===== src/rtl/adder_pkg.sv =====
// Shared types and defaults for the Adder event-filter front end.
package adder_pkg;

  typedef enum logic [1:0] {
    IDLE     = 2'd0,
    RISE_CHK = 2'd1,
    HIGH     = 2'd2,
    FALL_CHK = 2'd3
  } filt_state_t;

  localparam int unsigned DEBOUNCE_DEF = 4;
  localparam int unsigned GW_DEF       = 8;

endpackage


===== src/rtl/sync_2ff.sv =====
// Two-flop synchronizer for a single asynchronous bit, cleared by srst.
module sync_2ff (
  input  logic aclk,
  input  logic srst,
  input  logic d,
  output logic q
);

  logic meta;

  // Shift the async input through two flops before anyone looks at it.
  always_ff @(posedge aclk) begin
    if (srst) begin
      meta <= 1'b0;
      q    <= 1'b0;
    end else begin
      meta <= d;
      q    <= meta;
    end
  end

endmodule


===== src/rtl/adder_event_filter.sv =====
// Debounces a raw event line into single inc pulses, turns a clear-request
// level into single clr pulses, and keeps the two mutually exclusive.
module adder_event_filter
  import adder_pkg::*;
#(
  parameter int unsigned DEBOUNCE = DEBOUNCE_DEF,
  parameter int unsigned GW       = GW_DEF
) (
  input  logic          aclk,
  input  logic          srst,
  input  logic          evt_in,
  input  logic          clr_req,
  output logic          inc,
  output logic          clr,
  output logic          evt_level,
  output logic [GW-1:0] glitch_cnt
);

  localparam int unsigned       CNT_W    = $clog2(DEBOUNCE);
  localparam logic [CNT_W-1:0]  CNT_LAST = CNT_W'(DEBOUNCE - 1);
  localparam logic [CNT_W-1:0]  CNT_ONE  = CNT_W'(1);

  filt_state_t      state;
  filt_state_t      state_next;
  logic [CNT_W-1:0] cnt;
  logic [CNT_W-1:0] cnt_next;
  logic             evt_s;
  logic             inc_req_c;
  logic             glitch_hit_c;
  logic             clr_pulse_c;
  logic             clr_req_d;
  logic             pending;

  sync_2ff u_sync_evt (
    .aclk (aclk),
    .srst (srst),
    .d    (evt_in),
    .q    (evt_s)
  );

  // FSM state and debounce counter registers.
  always_ff @(posedge aclk) begin
    if (srst) begin
      state <= IDLE;
      cnt   <= '0;
    end else begin
      state <= state_next;
      cnt   <= cnt_next;
    end
  end

  // Debounce decisions: accept an edge only after DEBOUNCE stable samples.
  always_comb begin
    state_next   = state;
    cnt_next     = cnt;
    inc_req_c    = 1'b0;
    glitch_hit_c = 1'b0;
    case (state)
      IDLE: begin
        if (evt_s) begin
          state_next = RISE_CHK;
          cnt_next   = CNT_ONE;
        end
      end
      RISE_CHK: begin
        if (!evt_s) begin
          state_next   = IDLE;
          glitch_hit_c = 1'b1;
        end else if (cnt == CNT_LAST) begin
          state_next = HIGH;
          inc_req_c  = 1'b1;
        end else begin
          cnt_next = cnt + CNT_ONE;
        end
      end
      HIGH: begin
        if (!evt_s) begin
          state_next = FALL_CHK;
          cnt_next   = CNT_ONE;
        end
      end
      FALL_CHK: begin
        if (evt_s) begin
          state_next = HIGH;
        end else if (cnt == CNT_LAST) begin
          state_next = IDLE;
        end else begin
          cnt_next = cnt + CNT_ONE;
        end
      end
      default: state_next = IDLE;
    endcase
  end

  assign clr_pulse_c = clr_req & ~clr_req_d;

  // Output pulses: clr always wins a collision; the displaced inc is held
  // in pending and emitted on the first edge without a clr pulse.
  always_ff @(posedge aclk) begin
    if (srst) begin
      inc        <= 1'b0;
      clr        <= 1'b0;
      evt_level  <= 1'b0;
      glitch_cnt <= '0;
      pending    <= 1'b0;
      clr_req_d  <= 1'b0;
    end else begin
      clr_req_d <= clr_req;
      clr       <= clr_pulse_c;
      evt_level <= (state_next == HIGH) || (state_next == FALL_CHK);
      if (clr_pulse_c) begin
        inc     <= 1'b0;
        pending <= pending | inc_req_c;
      end else begin
        inc     <= inc_req_c | pending;
        pending <= 1'b0;
      end
      if (glitch_hit_c && (glitch_cnt != '1)) begin
        glitch_cnt <= glitch_cnt + GW'(1);
      end
    end
  end

endmodule


===== config.mk =====
export PLATFORM = sky130hd
export DESIGN_NAME = adder_event_filter
export DESIGN_NICKNAME = d
export VERILOG_FILES = /design/src/rtl/adder_pkg.sv /design/src/rtl/sync_2ff.sv /design/src/rtl/adder_event_filter.sv
export SDC_FILE = /design/constraint.sdc
export NUM_CORES = 1
export LEC_CHECK = 0
export BUFFER_PORTS_ARGS = -buffer_cell sky130_fd_sc_hd__buf_2
export CAP_MARGIN = 30
export CORE_AREA = 2 2 45 47
export DETAILED_ROUTE_END_ITERATION = 8
export DIE_AREA = 0 0 47 49
export PLACE_DENSITY = 0.7
export REMOVE_ABC_BUFFERS = 1
export SETUP_SLACK_MARGIN = 0.1
export SLEW_MARGIN = 20
export SYNTH_ARGS = -nofsm -noshare
export SYNTH_HDL_FRONTEND = slang
export SYNTH_SLANG_ARGS = --single-unit

===== constraint.sdc =====
create_clock -name aclk -period 1.5 [get_ports aclk]
set_input_delay 0.15 -clock aclk [delete_from_list [all_inputs] [get_ports aclk]]
set_output_delay 0.15 -clock aclk [all_outputs]
set_load 0.05 [all_outputs]

After elaboration in Yosys (flattened, before gate mapping) --
Cells that the tools add are included.
Word-level totals: register bits 19, input bits 4
Cells by class: add/sub/neg operators 2, reduce and logical (&&, ||, !) cells 6, bitwise logic cells 4, muxes and demuxes 18, eq/ne operators 11
Operators with widths (number):
- two-way mux 2 bit | 11
- case mux 2 bit (4 select lines) | 2
- equality test 2 bit, second input constant | 5
- adder 8 x 1 -> 8 bit, second input constant | 1
- inequality test 8 bit, second input constant | 1
- two-way mux 1 bit | 5
- inequality test 2 x 1 -> 1 bit, second input constant | 2
- inequality test 2 bit, second input constant | 2
- AND reduction 4 bit | 1
- OR reduction 2 bit | 2
- adder 2 x 1 -> 2 bit, second input constant | 1
- equality test 2 x 1 -> 1 bit, second input constant | 1
- zero test 2 bit | 1
- inverter 1 bit | 2
- bitwise AND 1 bit | 1
- logical AND 1 bit | 1
- logical OR 1 bit | 1
- OR 1 bit | 1

Longest topological paths before layout --
Gate-level depths: netlist (run 1).
word-level depth 6, depth in mapped cells 4, mapped depth without buffers 4

Cells and area by module --
Synthesis (run 1) repeated with hierarchy kept, for this count alone.
Second synthesis, totals: cell total of the unflattened synthesis 86, area, all modules 874.6 sq um
By module, submodules not included:
- adder_event_filter | cells an instance 82, times used 1, area each 822.0 sq um
- sync_2ff | cells an instance 4, times used 1, area each 52.6 sq um

Worst setup path after synthesis (run 1) --
Ideal clock, no wire load.
path kind flip-flop to flip-flop, start register glitch_cnt[0], end register glitch_cnt[2], setup time 151 ps, data arrival time 1570 ps, buffers on the path 0, slack -221 ps, cell stages (with the launch flop) 5, cells stage by stage dfxtp_1 ha_1 and4bb_2 a21boi_0 a21oi_1
On the way: cells in the longest elaborated chain, start to end 2, elaborated cells on any way between the ends 3, those cells by class add/sub (1); eq/ne (1); reduce/logical (1)
Ends and longest elaborated chain:
- start, declared | line adder_event_filter.sv:16 | output logic [GW-1:0] glitch_cnt
- start signal, assigned | line adder_event_filter.sv:119 | glitch_cnt <= glitch_cnt + GW'(1);
- branches (longest 2 deep; another with adder 8 x 1 -> 8 bit)
Parallel ways; which one is timed is not known. A chain may end at the register's enable or synchronous reset.

Worst setup path in the final report (run 1) --
start register glitch_cnt[0], end register glitch_cnt[3]
Same word-level chain as after synthesis.

==> results of run 1 <==
-- worst paths after layout --
check             slack (ns)         endpoint  cells past startpoint
hold / removal          0.07  u_sync_evt.meta                      2
setup reg to reg         0.1    glitch_cnt[3]                      4
setup / recovery         0.1    glitch_cnt[3]                      4
hold reg to reg         0.45     u_sync_evt.q                      1
-- metrics by stage --
step / setup TNS, ns / total power, mW / hold WS, ns / instances / instance area [um^2]
global placement: 0 / 0.5492 / 0.3646 / 134 / 987.2
CTS: 0 / 0.8508 / 0.06901 / 139 / 1059
floorplan: -1.130 / 0.5291 / 0.2191 / 82 / 800.8
finish: 0 / 0.8455 / 0.07233 / 141 / 1091
detailed placement: 0 / 0.5514 / 0.3770 / 134 / 987.2
global route: 0 / 0.8807 / 0.08039 / 141 / 1091
-- cell usage in the layout (no fill, tap or decap), types with 2 or more instances in the layout --
master,n
nand2_1,7
o21ai_0,4
dfxtp_1,11
and2_1,2
nor2b_1,6
nand2b_1,2
inv_1,3
a21oi_1,5
dfxtp_2,7
clkbuf_4,3
buf_2,14
nor3_1,2
and3_4,2
buf_4,14
and4b_1,2
nand4b_1,2
a211oi_2,2
nor2_1,5
-- layer usage --
| layer | vias up | share of wire (%) | routed length (um) |
|---|---|---|---|
| li1 | 373 | - | - |
| met5 | - | 0 | 0 |
| met2 | 20 | 52 | 980 |
| met4 | 0 | 2.7 | 51 |
| met3 | 6 | 3.9 | 73 |
| met1 | 349 | 42 | 787 |
-- kinds of logic after synthesis --
| family | Yosys count | share of synthesized area [%] |
|---|---|---|
| flops | 18 | 44.17 |
| xor+xnor | 2 | 2.148 |
| buf+inv | 5 | 3.220 |
| mux | 3 | 3.988 |
| compound gates | 19 | 15.65 |
| simple gates | 35 | 27.76 |
| fa+ha+maj | 2 | 3.067 |
-- sequential cells by signal, summed over array words and instances (netlist names) --
name and flops:
glitch_cnt 8, clr 1, clr_req_d 1, u_sync_evt.meta 1
u_sync_evt.q 1, inc 1, evt_level 1, cnt 2
pending 1, state 1
-- power breakdown --
part           leakage [nW]  internal, mW  switching, mW  total, mW
clock network        0.0210         0.148          0.154      0.302
logic                 0.335        0.0210         0.0317     0.0528
registers             0.150         0.486        0.00462      0.491
total                 0.506         0.655          0.190      0.846
-- worst reg2reg max path, stage by stage (launching register included) --
cell      delay (ns)
dfxtp_2         0.34
ha_2            0.21
and3_1          0.19
a211oi_2        0.22
mux2_2          0.35
-- final cells by class --
class,count,share of cell area (%)
multi-input combinational,61,42.66
sequential,18,33.83
timing repair buffer,28,16.05
clock buffer,4,3.326
tap,27,3.096
inverter,3,1.032
-- what timing repair did --
item,in CTS,in global routing
endpoints found under the setup margin,5,4
pin swaps,1,2
setup buffers,1,2
resized for setup,12,4
hold buffers,0,0
==> impl_results.md, run 1 <==
- Die H: 49 um
- Via count of the routed design: 748
- Total GRT Usage: ~17%
- Synth Instances: 84
- Worst-Skew Late Latency: 0.29 ns
- Worst slew margin: 80.67%
- Final period util: 93.38%
- Synth cell types: 32
- Final setup fails: 0
- Initial DRC count: 8
- RSZ-0062 raised after global routing: true
- Via density: 5.305
- Final design utilization: 59.24%
- Longest Clk Path Bufs: 2
- Clock Skew: 0.005171 ns
- Synth area leader: dfxtp_1
- Worst path cell trace: ha_2 -> and3_1 -> a211oi_2 -> mux2_2
- GRT busiest layer: met2
- Seq/Total Area, Yosys: 44.17%
- HP Class: in2reg
- # IOs: 15
- Min Tclk post-route: 1.401 ns
- Startpoint type of the worst setup path: register
- Die area: ~2300 um^2
- Transition time at the pin with the least slew margin: 0.2899 ns
- Fill count: 183
- Async S/R FF share, synth: 0%
- Yosys reg bits: 18
- Total core area: about 1800 um^2
- GR met1 Demand/Resource: 20.70%
- Post-synth EDFFs: 0
- CTS tree: done
- Total wire length: 1893 um
- Reg clk slew, reported paths: about 0.11 ns
- Post-synth top cells: dfxtp_1 (18), nand2_1 (7), nor2b_1 (6), a21oi_1 (5), nor2_1 (5)
- Antenna violations before repair: 0
- Worst vdd ir: ~0.00059 V
- Site Rows: 16
- Synthesized area per cell: 9.712 um^2
- Pwr/cell area: just under 800 nW/um^2
- Reg area: 369.1 um^2
- Router iterations before antenna repair: 4
- Yosys Warn Count: 0
- WP data required: 1.69 ns
- Cell with the most instances after synthesis: dfxtp_1
- Nets: 121
- GP Congestion: between 0.7 and 0.8
- Top FF cell, synth: dfxtp_1
- GR Overflow Total: 0
- Antenna viol nets, final: 0
- DRC viols: 0
- CTS sink count: 18
- Share of the synthesized area in the top cell type: between 40% and 50%
- CP max stage cell: mux2_2
- Final Max Slew Viols: 0
- Clock buffer count from CTS: 3
- Port Buf Inserts: 14
- Largest net degree at the start of global routing: 16
- Min setup slack post-route: 0.09929 ns
- Multi-input gate area: 465.4 um^2
- Data arrival, critical path: 1.59 ns
- Wirelength per Cell: 13.43 um
- Die W: 47 um
- Global routing usage on met2: a little under a third
- Global-route wire length before repair: about 2900 um
- Place WS: approximately 0.043 ns
- Number of global-route vias before repair: 663
- Antenna cell count: 0
- H-tree levels: 1
- Leakage: 0.5056 nW
- Final Hold Vio Count: 0
- CP bufs+invs: 0
- Worst Setup End Kind: register
- Min-delay src: evt_in
- Layout cells sized above 1: 44.74%
- Top cells by area, synth: dfxtp_1 (44%), nor2b_1 (4.6%), nand2_1 (3.2%), a21oi_1 (3.1%), ha_1 (3.1%)
- Max incr delay on CP: roughly 0.35 ns
- Grt met3 use: 2.222%
- Starting Density: between 40% and 50%
- Worst setup path startpoint: glitch_cnt[0]
- Crit-path leading delay family: multiplexers
- Max_cap viols: 0
- Crit Reg-Reg Startpoint: glitch_cnt[0]
- Syn Std Cell Area: 815.8 um^2
- Worst-path maximum fanout: 5
- Dpl hpwl: roughly 1300 um
- Crit Path Class: reg2reg
- Root buf cell: clkbuf_4
- Highest clock rate: around 700 MHz
- P&R area growth vs syn: 33.74%
- Status: complete, no violations
No activity file was read; power rests on OpenSTA's default activity.
==> inputs of run 2 (changes only) <==
- CORE_AREA: 2 2 45 47 -> 2 2 46 48
- DIE_AREA: 0 0 47 49 -> 0 0 48 50
- PLACE_DENSITY: 0.7 -> unset
- clock period: 1.5 -> 1.3 ns (I/O delays scaled with it)
==> run 2 against run 1 <==
The run now ends with negative setup slack left. First-iteration DRC count fell by 25%. Routed wire length rose by 8.4%. Critical endpoint unchanged. Worst hold slack worse by 0.031 ns. Sequential power is 15% higher. Die area grew 4.2%. Register-to-register slack lost 0.19 ns.
==> impl_results.md, run 2 (synthesized netlist as in run 1, its figures left out) <==
- Highest clock rate: 721.4 MHz (+1.0%)
- Dpl hpwl: 1270 um (-5.1%)
- Crit Reg-Reg Startpoint: glitch_cnt[1]
- Largest net degree at the start of global routing: 16 (unchanged)
- Biggest register: glitch_cnt
- # IOs: 15 (unchanged)
- Final design utilization: 65.00% (+5.8 points)
- Worst r2r path cells: 4 (unchanged)
- Worst slew margin: 80.68% (about the same)
- P&R area growth vs syn: 51.53%
- Largest regs: glitch_cnt: 8 flops, cnt: 2 flops
- RSZ-0062 raised after global routing: true
- Most frequent cells in the layout: buf_4 (19), dfxtp_1 (9), nand2_1 (7), dfxtp_2 (7)
- Total GRT Usage: 19.44% (+1.9 points)
- H-tree levels: 1 (unchanged)
- Min Tclk post-route: 1.386 ns (-0.01453 ns)
- Min setup slack post-route: -0.08618 ns (-0.1855 ns)
- Status: finished with violations
- CTS tree: done
- Seq pwr share: 62.0% (+3.9 points)
- Die area: 2400 um^2 (+4.2%)
- Nets: 127 (+5.0%)
- Most common cell after layout, fill and taps aside: buf_4
- Antenna viol nets, final: 0 (unchanged)
- Worst-Skew Late Latency: 0.30 ns (about the same)
- Final Max Slew Viols: 0 (unchanged)
- Clock buffer count from CTS: 3 (unchanged)
- Total wire length: 2052 um (+8.4%)
- Clock Skew: 0.006384 ns (+0.001213 ns)
- Leakage: 0.5468 nW (+8.1%)
- Final setup fails: 3 (+3)
- Port Buf Inserts: 14 (unchanged)
- Total core area: 1902 um^2 (+3.3%)
- Min-delay src: evt_in
- WHS Endpoint: u_sync_evt.meta
- Violated checks: negative setup slack
- GR Overflow Total: 0 (unchanged)
- Total Power: 0.9111 mW (+7.8%)
- Via count of the routed design: 769 (+2.8%)
- Combinational share of power: 6.9% (+0.7 points)
- Site Rows: 16 (unchanged)
- Layout cells sized above 1: 51.26% (+6.5 points)
- Pwr/cell area: 737.0 nW/um^2 (-4.9%)
- Clk pwr share: 31.1% (-4.6 points)
- Wirelength per Cell: 14.05 um (+4.7%)
- Startpoint type of the worst setup path: register
- CTS sink count: 18 (unchanged)
- Antenna violations before repair: 0 (unchanged)
- Met3 WL: 58 um (-21%)
- Die H: 50 um (+2.0%)
- Crit Path Class: reg2reg
- Transition time at the pin with the least slew margin: 0.2899 ns (-0.00008881 ns)
- Metal2 WL: 1033 um (+5.4%)
- Switching pwr: 0.2187 mW (+15%)
- Final period util: 106.6% (+13 points)
- Reg clk slew, reported paths: 0.10 ns (about the same)
- Max reg flops: 8 (unchanged)
- Worst-path maximum fanout: 5 (unchanged)
- Longest Clk Path Bufs: 2 (unchanged)
- Router iterations before antenna repair: 4 (unchanged)
- Worst R2R End: glitch_cnt[3]
- Sw frac: 24.00% (+1.5 points)
- Die W: 48 um (+2.1%)
- Root buf cell: clkbuf_4
- Data arrival, critical path: 1.58 ns (about the same)
- Hold_buf cts: 0 (unchanged)
- Antenna cell count: 0 (unchanged)
- Hold Path Cell Cnt: 2 (unchanged)
- Number of global-route vias before repair: 728 (+9.8%)
- DRC viols: 0 (unchanged)
- Worst vdd ir: 0.0005593 V (-5.4%)
- R2r setup slk: -0.09 ns (-0.19 ns)
- Top sig layer: met4
- Final Hold Vio Count: 0 (unchanged)
- Starting Density: 42.89% (-1.4 points)
- P_int: 0.6924 mW (+5.7%)
- GP Congestion: 0.7229 (-4.6%)
- Wire length on met1: 876 um (+11%)
- Worst Setup End Kind: register
- Via density: 5.267 (-0.71%)
- Initial DRC count: 6 (-2)
- WP data required: 1.50 ns (-0.19 ns)
- Worst hold slack: 0.04115 ns (-0.03118 ns)
- Global-route wire length before repair: 3236 um (+11%)
- Max_cap viols: 0 (unchanged)
- HP Class: in2reg
run 2: power by group through the flow:
| stage | logic (mW) | registers [mW] | clock network, mW |
|---|---|---|---|
| floorplan | 0.0200 | 0.590 | 0 |
| global placement | 0.0562 | 0.578 | 0 |
| detailed placement | 0.0572 | 0.579 | 0 |
| CTS | 0.0622 | 0.568 | 0.291 |
| global route | 0.0708 | 0.567 | 0.311 |
| finish | 0.0632 | 0.565 | 0.283 |
run 2: cell type report:
cell class | instances | area, um^2
multi-input combinational | 61 | 521.8
sequential | 18 | 376.6
timing repair buffer | 34 | 270.3
tap | 27 | 33.78
inverter | 3 | 11.26
fill | 164 | 665.6
clock buffer | 3 | 22.52
run 2: repair_timing:
item                                    4_1_cts  5_1_grt
resized for setup                            27       20
setup buffers                                 2        1
endpoints found under the setup margin       12       19
pin swaps                                     6        1
run 2: layer usage:
layer,global-route usage [%],vias to the layer above
li1,-,376
met1,24.72,369
met2,29.78,16
met3,3.297,8
met4,10.81,0
met5,0,-
run 2: worst max-delay path, stage by stage (launching register included):
cell and delay [ns]:
dfxtp_4 0.37, ha_4 0.18, and3_4 0.16, a211oi_4 0.25, mux2_4 0.32
run 2: through the flow:
step	TNS, ns	std cells	worst slack, ns	instance area, um^2
detailed placement	-0.5411	140	-0.1532	1032
CTS	-0.1429	145	-0.08456	1180
global route	-0.3708	146	-0.1087	1236
global placement	-0.3305	140	-0.1356	1032
floorplan	-2.670	82	-0.4207	800.8
finish	-0.2154	146	-0.08618	1236
run 2: how the worst max path moves through the flow:
stage / from / cells past startpoint / slack (ns) / endpoint
floorplan: glitch_cnt[0] / 4 / -0.42 / glitch_cnt[2]
global placement: glitch_cnt[0] / 4 / -0.14 / glitch_cnt[3]
detailed placement: glitch_cnt[0] / 4 / -0.15 / glitch_cnt[3]
CTS: glitch_cnt[1] / 4 / -0.08 / glitch_cnt[7]
global route: glitch_cnt[1] / 5 / -0.11 / glitch_cnt[3]
finish: glitch_cnt[1] / 4 / -0.09 / glitch_cnt[3]
==> inputs of run 3 (changes only) <==
- CELL_PAD_IN_SITES_DETAIL_PLACEMENT: unset -> 2
- CELL_PAD_IN_SITES_GLOBAL_PLACEMENT: unset -> 2
- CORE_AREA: 2 2 46 48 -> 5 5 72 48
- DIE_AREA: 0 0 48 50 -> 0 0 77 53
- PLACE_DENSITY_LB_ADDON: unset -> 0.1
==> run 3 against run 2 <==
Clock skew is 0.00060 ns higher. The run still ends with negative setup slack left. Via count is 2.1% higher. Count of clock-buffer cells in the layout is 1 higher.
==> impl_results.md, run 3 (synthesized netlist as in run 1, its figures left out) <==
- Min-delay src: evt_in
- WP data required: 1.45 ns (-0.05 ns)
- WHS Endpoint: u_sync_evt.meta
- Max incr delay on CP: 0.36 ns (about the same)
- Biggest register: glitch_cnt
- Worst-Skew Late Latency: 0.26 ns (-0.04 ns)
- Highest clock rate: 713.4 MHz (-1.1%)
- Nets: 129 (+1.6%)
- Violated checks: negative setup slack
- Final setup fails: 4 (+1)
- Die area: 4081 um^2 (+70%)
- Number of global-route vias before repair: 855 (+17%)
- Leakage: 0.5683 nW (+3.9%)
- Worst path cell trace: ha_4 -> and3_4 -> a211oi_4 -> mux2_4
- Crit-path leading delay family: flip-flops
- Placed instance area: 1049 um^2 (+1.6%)
- GR Overflow Total: 0 (unchanged)
- Final period util: 107.8% (+1.2 points)
- Total GRT Usage: 14.94% (-4.5 points)
- Global-route wire length before repair: 4505 um (+39%)
- CP bufs+invs: 0 (unchanged)
- Worst r2r path cells: 4 (unchanged)
- Max_cap viols: 0 (unchanged)
- Crit Path Class: reg2reg
- Via density: 5.032 (-4.5%)
- Final Hold Vio Count: 0 (unchanged)
- Clock Skew: 0.006985 ns (+0.0006010 ns)
- Data arrival, critical path: 1.55 ns (-0.03 ns)
- Layout cells sized above 1: 54.92% (+3.7 points)
- Pwr/cell area: 871.0 nW/um^2 (+18%)
- Initial DRC count: 15 (+9)
- Antenna violations before repair: 0 (unchanged)
- Worst R2R End: glitch_cnt[3]
- Final std cells w/o fill: 156 (+6.8%)
- CTS sink count: 18 (unchanged)
- Reg clk slew, reported paths: 0.08 ns (-0.02 ns)
- HP Class: in2reg
- Crit Reg-Reg Startpoint: glitch_cnt[1]
- Root buf cell: clkbuf_8
- Most common cell after layout, fill and taps aside: buf_4
- Total wire length: 2798 um (+36%)
- DRC viols: 0 (unchanged)
- Max reg flops: 8 (unchanged)
- Router iterations before antenna repair: 4 (unchanged)
- Min setup slack post-route: -0.1017 ns (-0.01550 ns)
- Worst Setup End Kind: register
- P&R area growth vs syn: 56.90%
- Largest regs: glitch_cnt: 8 flops, cnt: 2 flops
- Total Power: 1.115 mW (+22%)
- Min Tclk post-route: 1.402 ns (+0.01550 ns)
- Worst-path maximum fanout: 5 (unchanged)
- Total core area: 2721 um^2 (+43%)
- RSZ-0062 raised after global routing: true
- Finished Cell Area: 1280 um^2 (+3.5%)
- Port Buf Inserts: 14 (unchanged)
- Antenna cell count: 0 (unchanged)
- Final design utilization: 47.03% (-18 points)
- Wirelength per Cell: 17.94 um (+28%)
- Startpoint type of the worst setup path: register
- R2r setup slk: -0.10 ns (-0.02 ns)
- CTS tree: done
- # IOs: 15 (unchanged)
- Most frequent cells in the layout: buf_4 (19), buf_2 (11), dfxtp_1 (10)
- GP Congestion: 0.7209 (-0.28%)
- Die W: 77 um (+60%)
- Worst slew margin: 77.92% (-2.8 points)
- Longest Clk Path Bufs: 2 (unchanged)
- Dpl hpwl: 1852 um (+46%)
- Starting Density: 29.98% (-13 points)
- Setup TNS: -0.3429 ns (-0.1275 ns)
- Clock buffer count from CTS: 3 (unchanged)
- Via count of the routed design: 785 (+2.1%)
- H-tree levels: 1 (unchanged)
- Hold Path Cell Cnt: 2 (unchanged)
- Largest net degree at the start of global routing: 16 (unchanged)
- Die H: 53 um (+6.0%)
- Worst vdd ir: 0.0004152 V (-26%)
- Antenna viol nets, final: 0 (unchanged)
- Final Max Slew Viols: 0 (unchanged)
- Status: finished with violations
- CP max stage cell: dfxtp_4
- Transition time at the pin with the least slew margin: 0.3312 ns (+0.04138 ns)
- Placed insts: 148 (+5.7%)
- Site Rows: 15 (-1)
[run 3: cell count changes in the layout (fill, tap and decap cells not counted), sizes merged]
cell / previous run / this run
buf: 31 / 36
clkbuf: 6 / 4
[run 3: worst max path at each step]
| stage | startpoint | endpoint | slack [ns] | depth (start not counted) |
|---|---|---|---|---|
| CTS | glitch_cnt[0] | glitch_cnt[7] | -0.1 | 4 |
| global placement | glitch_cnt[2] | glitch_cnt[0] | -0.16 | 4 |
| floorplan | glitch_cnt[0] | glitch_cnt[2] | -0.42 | 4 |
| detailed placement | glitch_cnt[0] | glitch_cnt[3] | -0.21 | 4 |
| global route | glitch_cnt[1] | glitch_cnt[3] | -0.13 | 4 |
| finish | glitch_cnt[1] | glitch_cnt[3] | -0.10 | 4 |
[run 3: routing by layer]
| metal | vias up | GRT usage, % | routed length (um) |
|---|---|---|---|
| met1 | 388 | 18.34 | 1398 |
| met4 | 0 | 3.429 | 22 |
| met2 | 10 | 25.77 | 1291 |
| met3 | 4 | 4.762 | 86 |
| met5 | - | 0 | 0 |
| li1 | 383 | - | - |
[run 3: metrics by stage]
| stage | setup WS, ns | hold WS (ns) |
|---|---|---|
| global route | -0.1303 | 0.08812 |
| global placement | -0.1593 | 0.3381 |
| floorplan | -0.4207 | 0.1991 |
| CTS | -0.09671 | 0.08327 |
| finish | -0.1017 | 0.08409 |
| detailed placement | -0.2085 | 0.3588 |
[run 3: layout make-up]
cell class	instances	area, um^2
Fill cell	286	1441
Multi-Input combinational cell	61	530.5
Sequential cell	18	375.4
Timing Repair Buffer	36	265.3
Clock buffer	4	55.05
Tap cell	34	42.54
Inverter	3	11.26
[run 3: timing repair]
action / CTS / global route
hold buffers: 0 / 0
buffers inserted: 4 / 0
gates resized for setup: 26 / 15
pin swaps: 6 / 5
endpoints found under the setup margin: 12 / 16
[run 3: power breakdown]
| group | switching (mW) | internal [mW] |
|---|---|---|
| Clock | 0.209 | 0.270 |
| Sequential | 0.00712 | 0.558 |
| Combinational | 0.0410 | 0.0294 |
| Total | 0.257 | 0.857 |
[run 3: worst register-to-register path, stage by stage (launching register included)]
cell and delay, ns:
dfxtp_4 0.36, ha_4 0.18, and3_4 0.19, a211oi_4 0.23
mux2_4 0.33
